## src/rtl/id_issue_stage.sv

```systemverilog
// Decode/issue stage in front of a pipelined ALU: reads a 4x8 register file,
// issues registered operands, tracks in-flight ops, and writes results back.
module id_issue_stage #(
    parameter int ALU_LATENCY = 1
) (
    input  logic        clk,
    input  logic        rst_n,
    input  logic        instr_valid,
    input  logic [15:0] instr,
    output logic        instr_ready,
    output logic [7:0]  A,
    output logic [7:0]  B,
    output logic [2:0]  control,
    output logic        issue_valid,
    input  logic [7:0]  alu_result,
    input  logic        alu_cout,
    output logic        wb_valid,
    output logic [1:0]  wb_addr,
    output logic [7:0]  wb_data,
    output logic        carry_flag
);

    localparam int         DEPTH   = ALU_LATENCY + 1;
    localparam logic [2:0] OP_LI   = 3'b110;
    localparam logic [2:0] OP_NOP  = 3'b111;
    localparam logic [2:0] ALU_ADD = 3'b000;

    logic [2:0] op;
    logic [1:0] rd, rs1, rs2;
    logic       imm_sel;
    logic [7:0] imm8;

    assign op      = instr[15:13];
    assign rd      = instr[12:11];
    assign rs1     = instr[10:9];
    assign imm_sel = instr[8];
    assign imm8    = instr[7:0];
    assign rs2     = instr[1:0];

    logic [7:0]       rf_q [4];
    logic [7:0]       rf_d [4];
    logic [7:0]       a_q, a_d, b_q, b_d;
    logic [2:0]       ctrl_q, ctrl_d;
    logic             carry_q, carry_d;
    logic [DEPTH-1:0] trk_valid_q, trk_valid_d;
    logic [1:0]       trk_rd_q [DEPTH];
    logic [1:0]       trk_rd_d [DEPTH];

    logic       read_rs1, read_rs2, hazard, accept;
    logic [7:0] opnd1, opnd2;

    assign read_rs1 = (op != OP_LI) && (op != OP_NOP);
    assign read_rs2 = read_rs1 && !imm_sel;

    assign wb_valid = trk_valid_q[ALU_LATENCY];
    assign wb_addr  = trk_rd_q[ALU_LATENCY];
    assign wb_data  = alu_result;

    // A source still inside the ALU must wait; one at write-back is bypassed.
    always_comb begin
        // NOTE: every always_comb output gets a default first, so no path infers a latch.
        hazard = 1'b0;
        for (int k = 0; k < ALU_LATENCY; k++) begin
            if (trk_valid_q[k] && read_rs1 && (trk_rd_q[k] == rs1)) hazard = 1'b1;
            if (trk_valid_q[k] && read_rs2 && (trk_rd_q[k] == rs2)) hazard = 1'b1;
        end
    end

    assign opnd1       = (wb_valid && (wb_addr == rs1)) ? alu_result : rf_q[rs1];
    assign opnd2       = (wb_valid && (wb_addr == rs2)) ? alu_result : rf_q[rs2];
    assign instr_ready = !hazard;
    assign accept      = instr_valid && instr_ready;

    always_comb begin
        a_d            = a_q;
        b_d            = b_q;
        ctrl_d         = ctrl_q;
        trk_valid_d    = trk_valid_q << 1;
        trk_rd_d[0]    = rd;
        for (int k = 1; k < DEPTH; k++) trk_rd_d[k] = trk_rd_q[k-1];

        if (accept) begin
            if (op == OP_LI) begin
                a_d            = 8'd0;
                b_d            = imm8;
                ctrl_d         = ALU_ADD;
                trk_valid_d[0] = 1'b1;
            end else if (op != OP_NOP) begin
                a_d            = opnd1;
                b_d            = imm_sel ? imm8 : opnd2;
                ctrl_d         = op;
                trk_valid_d[0] = 1'b1;
            end
        end

        rf_d    = rf_q;
        carry_d = carry_q;
        if (wb_valid) begin
            rf_d[wb_addr] = alu_result;
            carry_d       = alu_cout;
        end
    end

    always_ff @(posedge clk or negedge rst_n) begin
        if (!rst_n) begin
            // NOTE: the register file is reset because reads right after reset must return 0.
            for (int i = 0; i < 4; i++) rf_q[i] <= 8'd0;
            for (int k = 0; k < DEPTH; k++) trk_rd_q[k] <= 2'd0;
            trk_valid_q <= '0;
            a_q         <= 8'd0;
            b_q         <= 8'd0;
            ctrl_q      <= 3'd0;
            carry_q     <= 1'b0;
        end else begin
            // NOTE: state updates use <= so every flop samples pre-edge values.
            rf_q        <= rf_d;
            trk_rd_q    <= trk_rd_d;
            trk_valid_q <= trk_valid_d;
            a_q         <= a_d;
            b_q         <= b_d;
            ctrl_q      <= ctrl_d;
            carry_q     <= carry_d;
        end
    end

    assign A           = a_q;
    assign B           = b_q;
    assign control     = ctrl_q;
    assign issue_valid = trk_valid_q[0];
    assign carry_flag  = carry_q;

endmodule

```

## config.mk

```make
export PLATFORM = sky130hd
export DESIGN_NAME = id_issue_stage
export DESIGN_NICKNAME = d
export VERILOG_FILES = /design/src/rtl/id_issue_stage.sv
export SDC_FILE = /design/constraint.sdc
export NUM_CORES = 1
export LEC_CHECK = 0
export ABC_AREA = 1
export ABC_CLOCK_PERIOD_IN_PS = 1150
export BUFFER_PORTS_ARGS = -buffer_cell sky130_fd_sc_hd__buf_2
export CORE_ASPECT_RATIO = 1.4
export CORE_MARGIN = 4
export CORE_UTILIZATION = 52
export CTS_BUF_LIST = sky130_fd_sc_hd__clkbuf_8
export CTS_CLUSTER_DIAMETER = 30
export DETAILED_ROUTE_END_ITERATION = 8
export PLACE_DENSITY_LB_ADDON = 0.25
export SETUP_SLACK_MARGIN = 0.05
export SYNTH_ARGS = -nofsm -noshare
export SYNTH_HDL_FRONTEND = slang
export SYNTH_SLANG_ARGS = --single-unit
```

## constraint.sdc

```tcl
create_clock -name clk -period 1.15 [get_ports clk]
set_input_delay 0.115 -clock clk [delete_from_list [all_inputs] [get_ports clk]]
set_output_delay 0.115 -clock clk [all_outputs]
set_load 0.01 [all_outputs]
```

# After elaboration in Yosys (flattened, before gate mapping)
# Cells that the tools add are included.
[totals]
input_bits = 28
out_inout_bits = 33
reg_bits = 58
elab_cells = 62
[op_classes]
bitwise_logic = 3
mux = 23
n_lt_le_gt_ge = 4
n_eq_ne = 7
n_reduce_logical = 14
[op_table]
columns = ["op", "count"]
rows = [
  ["$mux W8", 12],
  ["$bmux W8 S2", 2],
  ["$bwmux W32", 1],
  ["$demux W8 S2", 1],
  ["$logic_and A1 B1 Y1", 10],
  ["$ge A3 B3 Y1 const B", 3],
  ["$not A2 Y3", 3],
  ["$eq A2 B2 Y1", 4],
  ["$mux W3", 2],
  ["$ne A3 B3 Y1 const B", 2],
  ["$mux W1", 5],
  ["$eq A3 B3 Y1 const B", 1],
  ["$lt A3 B1 Y1 const B", 1],
  ["$logic_not A1 Y1", 2],
  ["$reduce_and A2 Y1", 1],
  ["$reduce_bool A2 Y1", 1],
]

# Depth between registers and ports, before layout
[depth]
word_depth = 9
depth_mapped = 11
depth_no_buf = 9

# Worst setup path after synthesis
# No wires, ideal clock.
[synth_timing]
kind = "register to register"
start = "reg trk_rd_q (netlist bit wb_addr[0])"
end = "reg b_q[0], in the netlist B[0]"
path_stages_with_launch = 10
n_path_buf = 0
t_arrival_ns = 1.192
t_required_ns = 1.034
setup_slack_ns = -0.158
path_cell_list = "dfrtp_1 > inv_2 > nand2_1 > nand2_4 > inv_4 > nor2_8 > nor2_1 > nor2_1 > nor2_1 > nor2_2"
[synth_via]
elab_chain_cells = 6
[synth_rtl]
columns = ["element", "line", "rtl"]
rows = [
  ["from (decl)", "46", "logic [1:0] trk_rd_q [DEPTH];"],
  ["from (signal assigned)", "117", "trk_rd_q <= trk_rd_d;"],
  ["$eq A2 B2 Y1", "70", "assign opnd2 = (wb_valid && (wb_addr == rs2)) ? alu_result : rf_q[rs2];"],
  ["$logic_and A1 B1 Y1", "70", ""],
  ["$mux W8", "70", ""],
  ["$mux W8", "90", "b_d = imm_sel ? imm8 : opnd2;"],
  ["$mux W8", "88", "end else if (op != OP_NOP) begin"],
  ["$mux W8", "83", "if (op == OP_LI) begin"],
  ["to (signal assigned)", "111", "b_q <= 8'd0;"],
  ["to (signal assigned)", "120", "b_q <= b_d;"],
  ["to (decl)", "42", "logic [7:0] a_q, a_d, b_q, b_d;"],
]
# No other way between the ends. The select of a mux whose other input is x is not followed.
# A chain may end at the register's enable or synchronous reset.

# Worst setup path after layout
[layout_timing]
start = "reg trk_rd_q (netlist bit trk_rd_d[0])"
end = "out instr_ready"
[layout_via]
elab_chain_cells = 5
elab_cells_between_ends = 7
[layout_rtl]
columns = ["element", "line", "rtl"]
rows = [
  ["$eq A2 B2 Y1", "64", "if (trk_valid_q[k] && read_rs1 && (trk_rd_q[k] == rs1)) hazard = 1'b1;"],
  ["$logic_and A1 B1 Y1", "64", ""],
  ["$mux W1", "64", ""],
  ["$mux W1 (*)", "65", "if (trk_valid_q[k] && read_rs2 && (trk_rd_q[k] == rs2)) hazard = 1'b1;"],
  ["$logic_not A1 Y1 (*)", "71", "assign instr_ready = !hazard;"],
  ["to (decl)", "10", "output logic instr_ready,"],
]
# Every way passes the cells marked *; elsewhere a longest branch is shown, timed or not.

==> results_dict.tcl <==
set metrics [dict create \
    pin_count 61 \
    startpoint_type "flip-flop" \
    netlist_area_sq_um 3395 \
    skew_ns 0.01366 \
    rows 34 \
    grt_max_degree 59 \
    power_density_nw_per_um2 1433 \
    crit_type "reg -> out" \
    path_clk_slew_ns 0.07 \
    final_layout_size_suffix_gt1_share_pct 40.72 \
    setup_violations 40 \
    first_pass_iters 7 \
    worstPathRequired_ns 1.03 \
    synth_cell_types 24 \
    num_antenna_cells 0 \
    p_int_uw 4743 \
    seq_area_sq_um 1454 \
    grt_pass1_wl_um 17310 \
    critPathLaunch "trk_rd_d[0]" \
    power.leakage_uw 0.002579 \
    fin_ws_ns -0.4221 \
    overflow 0 \
    synth-warning-count 0 \
    swShare_pct 34.08 \
    cts-buffers-inserted 9 \
    antenna_found_initial 0 \
    ys_ff_latch 58 \
    finalNetCount 605 \
    finalWirelength_um 10900 \
    pwr-share-clk_pct 30.1 \
    finalHoldViolations 0 \
    die-area_sq_um 7903 \
    cp.arrival_ns 1.46 \
    cts_max_level 3 \
    violations "negative setup slack" \
    wl_per_cell_um 16.67 \
    hp-start "instr[15]" \
    tns_ns -9.604 \
    start_util_pct 53.91 \
    rsz0062_at_grt "yes" \
    drtIter0Drc 287 \
    cts_tree "built" \
    cts_sinks 58 \
    hpwl_um 6356 \
    pwr-share-comb_pct 31.3 \
    area_delta_synth_final_pct 47.95 \
    drtAntennaViolNets 0 \
    syn_avg_cell_area_sq_um 7.253 \
    p_seq_share_pct 38.6 \
    hp-class "in -> reg" \
    drv_cap 0 \
    ctsLongestPathBuffers 2 \
    die_width_um 76.29 \
    cp_max_fo 4 \
    multi_input_area_sq_um 1927 \
    cts_root_buf "clkbuf_8" \
    worst_setup_path_end_kind "output pin" \
    vias_per_cell 5.606 \
    gp_routability_congestion 0.8717 \
    irDropWorstVdd_uv 1045 \
    drv_slew 0 \
    fin_crit_sh_pct 136.7 \
    io_buffer_count 60 \
    outcome "finished with violations" \
    worstSkewPairLatency_ns 0.36 \
    num_vias 3666 \
    fill_cells 392 \
    grt_pass1_vias 3644 \
    dieHeight_um 103.6 \
    coreArea_sq_um 6296 \
    utilization_pct 79.77 \
    worstMarginPinSlew_ns 0.3238 \
    relSlewSlack_pct 78.42 \
    period_minus_slack_ns 1.572 \
    fmax_mhz 636.1 \
    p_switching_uw 2453 \
    grt_usage_pct 27.33 \
    drc 0 \
    synthCells 468 \
    reg2reg_from "trk_rd_d[0]" \
    syn_nets 496 \
    ys_seq_area_share_pct 42.76 \
]
stage by stage:
| stage | setup slack (ns) | std cells | hold WS, ns | total power [uW] | area [sq um] |
|---|---|---|---|---|---|
| 3_5_place_dp | -0.1692 | 607 | 0.1453 | 4415 | 4024 |
| 4_1_cts | -0.4230 | 649 | 0.06116 | 6848 | 4748 |
| 3_3_place_gp | -0.1537 | 607 | 0.1385 | 4363 | 4024 |
| 5_1_grt | -0.4724 | 654 | 0.08634 | 7568 | 5022 |
| 6_report | -0.4221 | 654 | 0.06269 | 7196 | 5022 |
| 2_1_floorplan | -0.07277 | 468 | -0.1806 | 3787 | 3455 |
cell usage in the layout, fill, tap and decap left out, types with 14 or more instances in the layout:
master and n:
nand4_1 21, buf_12 14, buf_6 17, inv_1 42, nand2_2 29, buf_4 26, buf_2 55, o21ai_1 28
nand2_4 20, dfrtp_1 56, a21oi_1 14, o21ai_0 28, nor2_1 24, nand2_1 115
power by group through the flow:
| stage | clock network [uW] | logic, uW | registers (uW) |
|---|---|---|---|
| 2_1_floorplan | 0 | 1040 | 2750 |
| 6_report | 2160 | 2260 | 2780 |
| 5_1_grt | 2270 | 2480 | 2820 |
| 4_1_cts | 2170 | 1980 | 2690 |
| 3_5_place_dp | 0 | 1700 | 2710 |
| 3_3_place_gp | 0 | 1670 | 2700 |
timing repair:
| action | CTS | global route |
|---|---|---|
| setup endpoints to repair | 57 | 58 |
| hold buffers | 4 | 0 |
| pin swaps | 14 | 16 |
| buffers inserted | 17 | 6 |
| resized for setup | 74 | 68 |
| hold endpoints to repair | 61 | 0 |
| cloned | 5 | 1 |
area by class of cell:
class	instances	area share, %
Multi-Input combinational cell	331	38.37
Sequential cell	58	28.95
Timing Repair Buffer	121	22.05
Inverter	56	4.310
Clock buffer	10	2.740
Clock inverter	6	1.794
Tap cell	72	1.794
per-layer routing:
layer / GRT usage [%] / vias to the layer above / share of wire [%]
met5: 0 / - / 0
met3: 4.774 / 48 / 6.4
li1: - / 1716 / -
met1: 31.37 / 1716 / 37
met2: 47.61 / 186 / 53
met4: 15.16 / 0 / 3.8
path summary, 6_finish.rpt:
| kind | cells after the start | slack (ns) | end |
|---|---|---|---|
| worst max-delay path | 8 | -0.42 | instr_ready |
| worst min-delay path | 3 | 0.06 | control[2] |
| worst max register to register | 12 | -0.40 | B[7] |
| worst min register to register | 0 | 0.46 | wb_addr[0] |
| max in group asynchronous | 3 | 0.56 | wb_addr[0] |
| min in group asynchronous | 3 | 0.28 | carry_flag |
cells in the mapped netlist:
library cell	count	area share, %
a21oi_1	15	2.2
a21oi_2	1	0.26
buf_2	8	1.2
buf_4	9	2.0
buf_6	5	1.7
clkbuf_1	3	0.33
dfrtp_1	58	43
inv_1	48	5.3
inv_2	7	0.77
inv_4	1	0.18
mux2_2	1	0.33
nand2_1	156	17
nand2_2	8	1.5
nand2_4	2	0.66
nand3_1	15	2.2
nand3_2	3	0.88
nand3_4	1	0.52
nand4_1	21	3.9
nor2_1	25	2.8
nor2_2	9	1.7
nor2_8	1	0.59
o21ai_0	61	9.0
o21ai_1	9	1.3
xnor2_4	1	0.81
cells by family after synthesis:
| logic type | Yosys count | synth area share [%] |
|---|---|---|
| AO/OA/AOI/OAI | 86 | 12.79 |
| XOR/XNOR | 1 | 0.8110 |
| buffers and inverters | 81 | 11.43 |
| flip-flops | 58 | 42.76 |
| multiplexers | 1 | 0.3317 |
| AND/OR/NAND/NOR | 241 | 31.88 |
critical path, stage by stage, from the launching register on:
cell     delay [ns]
dfrtp_1        0.42
nand2_1        0.11
nand2_2        0.09
nor2_4         0.13
nand2_4        0.06
buf_6          0.12
nand2_4        0.05
inv_2          0.03
buf_6          0.11
registers in the layout, summed over array words and instances, names as in the netlist:
signal	flops
trk_rd_d	2
control	3
carry_flag	1
trk_valid_q	2
B	8
rf_q	32
A	8
wb_addr	2
No activity file was read; power rests on OpenSTA's default activity.
